### config.mk
export PLATFORM = sky130hd
export DESIGN_NAME = lumi_frame_serializer
export DESIGN_NICKNAME = d
export VERILOG_FILES = /design/src/rtl/lumi_frame_serializer_pkg.sv /design/src/rtl/enc_6b8b.sv /design/src/rtl/lumi_sync_ctrl.sv /design/src/rtl/lumi_frame_serializer.sv
export SDC_FILE = /design/constraint.sdc
export NUM_CORES = 1
export LEC_CHECK = 0
export CAP_MARGIN = 20
export CORE_UTILIZATION = 47
export DETAILED_ROUTE_END_ITERATION = 10
export HOLD_SLACK_MARGIN = 0.06
export PLACE_DENSITY = 0.76
export SETUP_SLACK_MARGIN = 0.15
export SYNTH_ARGS = -nofsm -noshare
export SYNTH_HDL_FRONTEND = slang
export SYNTH_SLANG_ARGS = --single-unit
### constraint.sdc
create_clock -name clk80 -period 3.08 [get_ports clk80]
set_input_delay 0.462 -clock clk80 [delete_from_list [all_inputs] [get_ports clk80]]
set_output_delay 0.462 -clock clk80 [all_outputs]
set_load 0.01 [all_outputs]
### src/rtl/lumi_frame_serializer_pkg.sv
// Shared definitions for the luminosity frame serializer: modes, FSM states, sync bytes.
package lumi_frame_serializer_pkg;

  typedef enum logic [1:0] {
    MODE_OFF       = 2'd0,
    MODE_NORMAL    = 2'd1,
    MODE_COUNTER   = 2'd2,
    MODE_SYNC_ONLY = 2'd3
  } mode_e;

  typedef enum logic {
    ST_ALIGN = 1'b0,
    ST_RUN   = 1'b1
  } state_e;

  localparam logic [7:0] SYNC_B0 = 8'h47;
  localparam logic [7:0] SYNC_B1 = 8'hE8;

  // Byte j of a sync frame: 47 on even positions, E8 on odd ones.
  function automatic logic [7:0] sync_byte(input int unsigned j);
    return j[0] ? SYNC_B1 : SYNC_B0;
  endfunction

endpackage

### src/rtl/enc_6b8b.sv
// 6b8b line encoder: pads the 6-bit word with a 2-bit prefix that pulls the byte towards
// four ones; prefix 01 is reserved for control characters.
module enc_6b8b (
  input  logic       k_is_char,
  input  logic [5:0] din,
  output logic [7:0] dout
);

  logic [2:0] ones;
  logic [1:0] pad;

  always_comb begin
    ones = '0;
    for (int i = 0; i < 6; i++) ones = ones + 3'(din[i]);
    if (k_is_char)          pad = 2'b01;
    else if (ones < 3'd3)   pad = 2'b11;
    else if (ones > 3'd3)   pad = 2'b00;
    else                    pad = 2'b10;
    dout = {pad, din};
  end

endmodule

### src/rtl/lumi_sync_ctrl.sv
// Frame-type decision for the serializer: pending BCR, periodic sync and the sync frame counter.
module lumi_sync_ctrl
  import lumi_frame_serializer_pkg::*;
#(
  parameter int unsigned SYNC_PERIOD = 0,
  parameter int unsigned FCNT_W      = 16
) (
  input  logic              clk80,
  input  logic              rst_n,
  input  logic              bcr,
  input  logic              load,
  input  mode_e             mode,
  output logic              is_sync,
  output logic [FCNT_W-1:0] sync_cnt
);

  localparam int unsigned PER_W = (SYNC_PERIOD > 0) ? $clog2(SYNC_PERIOD + 1) : 1;

  logic              bcr_pend_q, bcr_pend_d;
  logic [PER_W-1:0]  per_cnt_q, per_cnt_d;
  logic [FCNT_W-1:0] sync_cnt_q, sync_cnt_d;
  logic              per_due;

  always_comb begin
    per_due    = (SYNC_PERIOD != 0) && (per_cnt_q == PER_W'(SYNC_PERIOD));
    // A bcr coinciding with the load makes this very frame sync without leaving a pending flag.
    is_sync    = (mode == MODE_SYNC_ONLY) || bcr_pend_q || bcr || per_due;
    bcr_pend_d = bcr_pend_q | bcr;
    per_cnt_d  = per_cnt_q;
    sync_cnt_d = sync_cnt_q;
    if (load) begin
      bcr_pend_d = 1'b0;
      if (is_sync) begin
        per_cnt_d  = '0;
        sync_cnt_d = sync_cnt_q + FCNT_W'(1);
      end else if (SYNC_PERIOD != 0) begin
        per_cnt_d  = per_cnt_q + PER_W'(1);
      end
    end
  end

  always_ff @(posedge clk80 or negedge rst_n) begin
    if (!rst_n) begin
      bcr_pend_q <= 1'b0;
      per_cnt_q  <= '0;
      sync_cnt_q <= '0;
    end else begin
      bcr_pend_q <= bcr_pend_d;
      per_cnt_q  <= per_cnt_d;
      sync_cnt_q <= sync_cnt_d;
    end
  end

  assign sync_cnt = sync_cnt_q;

endmodule

### src/rtl/lumi_frame_serializer.sv
// Per-BX luminosity frame source: samples NUM_CH lumi words on bx_tick, 6b8b-encodes them and
// streams one byte per clk80, highest channel first, with sync-frame substitution and alignment check.
module lumi_frame_serializer
  import lumi_frame_serializer_pkg::*;
#(
  parameter int unsigned NUM_CH      = 2,
  parameter int unsigned SYNC_PERIOD = 0,
  parameter int unsigned FCNT_W      = 16
) (
  input  logic                clk80,
  input  logic                rst_n,
  input  logic                bx_tick,
  input  logic                bcr,
  input  logic [1:0]          mode,
  input  logic [6*NUM_CH-1:0] lumi_in,
  output logic [7:0]          dout,
  output logic                frame_start,
  output logic                align_err,
  output logic [FCNT_W-1:0]   sync_cnt
);

  localparam int unsigned       SLOT_W    = $clog2(NUM_CH);
  localparam logic [SLOT_W-1:0] LAST_SLOT = SLOT_W'(NUM_CH - 1);

  state_e                  state_q, state_d;
  logic [SLOT_W-1:0]       slot_q, slot_d;
  logic [FCNT_W-1:0]       fcnt_q, fcnt_d;
  logic [7:0]              dout_q, dout_d;
  logic                    frame_start_q, frame_start_d;
  logic                    align_err_q, align_err_d;
  logic [NUM_CH-2:0][7:0]  shift_q, shift_d;

  mode_e                   mode_sel;
  logic                    is_sync;
  logic [5:0]              ch_val     [NUM_CH];
  logic [7:0]              ch_enc     [NUM_CH];
  logic [7:0]              frame_byte [NUM_CH];

  assign mode_sel = mode_e'(mode);

  lumi_sync_ctrl #(
    .SYNC_PERIOD (SYNC_PERIOD),
    .FCNT_W      (FCNT_W)
  ) u_sync_ctrl (
    .clk80    (clk80),
    .rst_n    (rst_n),
    .bcr      (bcr),
    .load     (bx_tick),
    .mode     (mode_sel),
    .is_sync  (is_sync),
    .sync_cnt (sync_cnt)
  );

  always_comb begin
    for (int k = 0; k < NUM_CH; k++) begin
      unique case (mode_sel)
        MODE_NORMAL:  ch_val[k] = lumi_in[6*k +: 6];
        MODE_COUNTER: ch_val[k] = fcnt_q[5:0] + 6'(k);
        default:      ch_val[k] = 6'h00;
      endcase
    end
  end

  for (genvar k = 0; k < NUM_CH; k++) begin : g_enc
    enc_6b8b u_enc (
      .k_is_char (1'b0),
      .din       (ch_val[k]),
      .dout      (ch_enc[k])
    );
  end

  always_comb begin
    for (int j = 0; j < NUM_CH; j++)
      frame_byte[j] = is_sync ? sync_byte(j) : ch_enc[NUM_CH-1-j];
  end

  always_comb begin
    // NOTE: every variable gets a default before any branch, so no path can infer a latch.
    state_d       = state_q;
    slot_d        = slot_q;
    fcnt_d        = fcnt_q;
    dout_d        = dout_q;
    frame_start_d = 1'b0;
    align_err_d   = align_err_q;
    shift_d       = shift_q >> 8;
    if (bx_tick) begin
      // Any tick loads a frame; one arriving before the last slot aborts the current frame.
      if (state_q == ST_RUN && slot_q != LAST_SLOT) align_err_d = 1'b1;
      state_d       = ST_RUN;
      slot_d        = '0;
      fcnt_d        = fcnt_q + FCNT_W'(1);
      frame_start_d = 1'b1;
      dout_d        = frame_byte[0];
      for (int j = 1; j < NUM_CH; j++) shift_d[j-1] = frame_byte[j];
    end else if (state_q == ST_RUN) begin
      if (slot_q == LAST_SLOT) begin
        align_err_d = 1'b1;
        state_d     = ST_ALIGN;
        slot_d      = '0;
        dout_d      = SYNC_B0;
      end else begin
        slot_d = slot_q + SLOT_W'(1);
        dout_d = shift_q[0];
      end
    end else begin
      dout_d = (dout_q == SYNC_B0) ? SYNC_B1 : SYNC_B0;
    end
  end

  // NOTE: sequential state uses non-blocking assignments so all flops update from pre-edge values.
  always_ff @(posedge clk80 or negedge rst_n) begin
    if (!rst_n) begin
      state_q       <= ST_ALIGN;
      slot_q        <= '0;
      fcnt_q        <= '0;
      dout_q        <= SYNC_B0;
      frame_start_q <= 1'b0;
      align_err_q   <= 1'b0;
      // NOTE: the byte shift register is small, so it is reset like ordinary state.
      shift_q       <= '0;
    end else begin
      state_q       <= state_d;
      slot_q        <= slot_d;
      fcnt_q        <= fcnt_d;
      dout_q        <= dout_d;
      frame_start_q <= frame_start_d;
      align_err_q   <= align_err_d;
      shift_q       <= shift_d;
    end
  end

  assign dout        = dout_q;
  assign frame_start = frame_start_q;
  assign align_err   = align_err_q;

endmodule

# [After elaboration in Yosys (flattened, before gate mapping)]
# Index checks and enable logic that the tools add are counted.
[word_totals] register_bits=53 in_bits=18 out_inout_bits=26 word_cells=66
[op_classes] add_sub_neg=14 order_cmp=4 n_eq_ne=5 mux=25 bitwise=2 n_reduce_logical=7
[op_table] operator="$mux 8" count=7
[op_table] operator="$add 16x1->16 const B" count=2
[op_table] operator="$add 3x1->3" count=8
[op_table] operator="$pmux 6 s2" count=2
[op_table] operator="$mux 1" count=12
[op_table] operator="$eq 8x7->1 const B" count=1
[op_table] operator="$mux 2" count=4
[op_table] operator="$add 6x1->6 const B" count=1
[op_table] operator="$gt 3x2->1 const B" count=2
[op_table] operator="$lt 3x2->1 const B" count=2
[op_table] operator="$add 1x1->2" count=2
[op_table] operator="$eq 2x2->1 const B" count=2
[op_table] operator="$reduce_bool 2->1" count=2
[op_table] operator="$reduce_and 3->1" count=1
[op_table] operator="$eq 2x1->1 const B" count=1
[op_table] operator="$logic_or 1x1->1" count=2
[op_table] operator="$ne 2x1->1 const B" count=1
[op_table] operator="$reduce_and 2->1" count=1
[op_table] operator="$add 1x1->1 const B" count=1
[op_table] operator="$logic_and 1x1->1" count=1
[op_table] operator="$not 1->1" count=1
[op_table] operator="$or 1x1->1" count=1

# [Longest topological paths before layout]
# Gate-level depths: netlist (run 1).
[logic_depth] word_depth=12 ltp_mapped=12 depth_no_buf=11

# [By module]
# From an unflattened synthesis (run 1), not the netlist that was laid out.
[unflattened] hier_cells=222 hier_area_um2=2348.5
[by_module_without_submodules] module="lumi_frame_serializer" instances=1 cells_each=118 area_per_inst_um2=1273.7 seq_area_each_um2=655.6
[by_module_without_submodules] module="lumi_sync_ctrl" instances=1 cells_each=66 area_per_inst_um2=759.5 seq_area_each_um2=425.4
[by_module_without_submodules] module="enc_6b8b" instances=2 cells_each=19 area_per_inst_um2=157.7 seq_area_each_um2=0.0

# [Least setup slack after synthesis (run 1)]
# OpenSTA, ideal clock, no wires.
[synth_path] path_type="input -> register" start="input mode[0]" end="register shift_q[6] (netlist bit)" setup_ns=0.124 t_arrival_ns=3.325 required_ns=2.956 setup_slack_ns=-0.368 path_stages=11 n_path_buf=2 cell_sequence="inv_1 -> ha_1 -> clkbuf_1 -> clkbuf_1 -> nor2_1 -> ha_1 -> fa_1 -> fa_1 -> inv_1 -> fa_1 -> o31a_1"
[synth_rtl] element="start, declared" line="lumi_frame_serializer.sv:14" source="input logic [1:0] mode,"
[synth_rtl] element="end signal, assigned" line="lumi_frame_serializer.sv:128" source="shift_q <= shift_d;"
[synth_rtl] element="end, declared" line="lumi_frame_serializer.sv:31" source="logic [NUM_CH-2:0][7:0] shift_q, shift_d;"

==> results.py, run 1 <==
metrics = {
    "run_status": {
        "outcome": "finished, final reports clean",
    },
    "floorplan": {
        "dieArea_um2": 5140,
        "rows": 24,
        "die_x_um": 71.7,
        "die-height_um": 71.7,
        "core_um2": 4500,
        "io_pins": 44,
        "start_util_pct": 50.7,
    },
    "grt": {
        "grt_pass1_wl_um": 8120,
        "grt_pass1_vias": 1716,
        "grtUsageTotal_pct": 20.9,
        "antenna_found_initial": 0,
        "overflow": 0,
        "grt_start_max_net_pins": 44,
    },
    "worst_setup_path": {
        "cp.required_ns": 3.26,
        "worstPathArrival_ns": 3.06,
        "cp_slowest_cell": "fa_1",
        "worstPathCellList": "clkdlybuf4s15_2, ha_4, buf_4, nor2_2, ha_4, fa_1, fa_2, inv_2, fa_1, o31a_1",
        "cp-end-kind": "flop",
        "critPathLaunchType": "primary input",
        "timing.rr.end": "dout[6]$_DFF_PN1_",
        "r2r_cells": 10,
        "slowest_delay_ns": 0.47,
        "path_buf_inv": 3,
        "crit_type": "in -> reg",
        "reg2reg_slack_ns": 0.24,
        "crit_fanout": 5,
        "rr_startpoint": "fcnt_q[0]$_DFFE_PN0P_",
        "critPathTopFamily": "adder cells",
    },
    "clocking": {
        "insertion_delay_ns": 0.30,
        "path_clk_slew_ns": 0.08,
        "cts_buffers": 5,
        "cts_root_buffer": "clkbuf_8",
        "cts.path.max_buffers": 2,
        "cts_sinks": 43,
        "cts_max_level": 2,
        "cts_tree": "yes",
    },
    "timing": {
        "fmax_mhz": 347,
        "rsz0062_at_grt": "yes",
        "skew_ns": 0.00500,
        "hold_ws_ns": 0.289,
        "timing.final.crit_share_pct": 93.6,
        "worst_slew_pin_slew_ns": 0.915,
        "fin_crit_ns": 2.88,
        "relSlewSlack_pct": 39.0,
        "drv_slew": 0,
        "fin_ws_ns": 0.198,
        "finalHoldViolations": 0,
        "setup_viol": 0,
        "tns_ns": 0,
    },
    "synthesis": {
        "yosys_warnings": 0,
        "synthFlopType": "dfrtp_1",
        "synth_compound_area_share_pct": 10.2,
        "synth_fa_ha_area_share_pct": 9.10,
        "synth-xor-area-share_pct": 9.59,
        "ys_seq_area_share_pct": 47.4,
        "avgSynthCellArea_um2": 10.9,
        "synth_seq_cells": 43,
        "synth-edff-count": 0,
        "syn-cell-area_um2": 2280,
        "synth_top_family_by_area": "simple AND/OR/NAND/NOR gates",
        "ys_types": 44,
        "synth.area.mux_share_pct": 0.987,
        "async_flop_share_pct": 100,
        "synth-simple-area-share_pct": 19.6,
        "syn-num-nets": 240,
        "syn_inst": 209,
    },
    "pwr": {
        "leakagePower_nw": 1.30,
        "p_total_mw": 1.86,
        "powerDensity_nw_per_um2": 602,
        "irDropWorstVdd_uv": 376,
    },
    "routing": {
        "drc_errors": 0,
        "vias": 1747,
        "wirelength_um": 4790,
        "viasPerCell": 5.38,
        "first_iter_violations": 118,
        "wl_per_cell_um": 14.7,
        "ant_nets": 0,
        "dr.pass1.iters": 4,
    },
    "finish": {
        "fin_nets": 303,
        "layout-drive-gt1-share_pct": 24.2,
        "final_core_util_pct": 68.7,
        "fillerInstances": 338,
        "final_cell_mix": "40 x clkdlybuf4s50_1, 39 x dfrtp_1, 21 x buf_4, 16 x nand2_1",
        "final_common_cell": "clkdlybuf4s50_1",
        "syn_to_final_growth_pct": 35.6,
        "final_area_um2": 3090,
        "insertedDiodeCount": 0,
        "instances_no_fill": 325,
    },
    "job": {
        "cap_viol_max_count": 0,
    },
    "place": {
        "dpl_worst_slack_ns": -0.562,
        "gp_congestion": 0.800,
        "numPortBuffers": 43,
        "dpl.hpwl_um": 3470,
        "placed_area_um2": 2930,
        "dp_cells": 314,
    },
    "hold_path": {
        "hp-class": "in -> async",
    },
}
final cells by class:
class	instances	area [um^2]	share of cell area (%)
inverters	10	45.0	1.46
well taps	52	65.1	2.10
repair buffers	64	579	18.7
clock buffers	7	96.3	3.11
flip-flops and latches	43	1080	34.9
multi-input cells	148	1220	39.4
clock inverters	1	7.51	0.243
cells in the mapped netlist (2+ instances only):
cell      number  area, um^2
nand2_1       16        60.1
ha_1           7        87.6
xor2_1        11        96.3
dfstp_2        4         105
inv_1         10        37.5
fa_1           6         120
and4_1         2        17.5
o21a_1         5        37.5
o22a_1         2        17.5
nor3_2         3        30.0
nor3_1         5        25.0
o21ai_0        2        10.0
dfrtp_1       39         976
buf_2          4        20.0
a22oi_1        9        67.6
and3_1         4        25.0
nor2_1        17        63.8
xnor2_1       14         123
clkbuf_1       4        15.0
nand4_2        2        25.0
a21oi_1        5        25.0
a21o_1         2        15.0
nand4_1        2        12.5
nand3_1        8        40.0
a31oi_1        3        18.8
nand2b_1       5        31.3
routing by layer:
metal  global-route usage (%)  wire [um]  up-vias  share of wire (%)
met4                     7.63         93        0                1.9
met3                     4.22        141       10                2.9
li1                         -          -      843                  -
met2                     34.1       2420       36                 51
met5                        0          0        -                  0
met1                     27.8       2130      858                 45
repair_timing:
item	in CTS	in global routing
resized for setup	8	8
hold buffers	0	0
endpoints found under the hold margin	0	0
endpoints found under the setup margin	4	3
buffers inserted	1	2
pin swaps	3	8
state kept, by name (all words and copies together) (netlist names):
| name | count |
|---|---|
| slot_q | 1 |
| u_sync_ctrl.bcr_pend_q | 1 |
| frame_start | 1 |
| u_sync_ctrl.sync_cnt | 16 |
| align_err | 1 |
| dout | 8 |
| shift_q | 8 |
| fcnt_q | 6 |
| state_q | 1 |
worst reg2reg max path: cells and delay by family, from the launching register on:
kind	cells	cell delay (ns)
DFF	1	0.42
buffers and inverters	1	0.05
and+or+nand+nor	1	0.07
adders and majority gates	5	1.85
AOI/OAI and AO/OA	3	0.37
worst max path at each step:
stage	startpoint	to	slack, ns	depth (start not counted)
finish	mode[1]	shift_q[6]$_DFF_PN0_	0.20	10
global route	fcnt_q[0]$_DFFE_PN0P_	dout[6]$_DFF_PN1_	0.09	10
CTS	fcnt_q[0]$_DFFE_PN0P_	dout[6]$_DFF_PN1_	0.15	10
detailed placement	mode[0]	dout[6]$_DFF_PN1_	-0.56	12
global placement	mode[0]	shift_q[6]$_DFF_PN0_	-0.50	11
floorplan	mode[0]	shift_q[6]$_DFF_PN0_	0.11	11
cell families after synthesis:
| group | Yosys count |
|---|---|
| AND/OR/NAND/NOR | 75 |
| buffers and inverters | 18 |
| AO/OA/AOI/OAI | 33 |
| adder cells (fa/ha/maj) | 13 |
| XOR/XNOR | 25 |
| flip-flops | 43 |
| multiplexers | 2 |
power breakdown:
part	switching, mW	internal, mW	leakage, nW
sequential	0.135	0.670	0.535
clock	0.190	0.204	0.0505
combinational	0.292	0.371	0.715
Power figures use the tool's default switching activity.
==> inputs of run 2 (changes only) <==
Settings changed: GPL_ROUTABILITY_DRIVEN from default to 1.
==> results of run 2 <==
No change in the layout: final DEF, timing and power equal those of run 1.
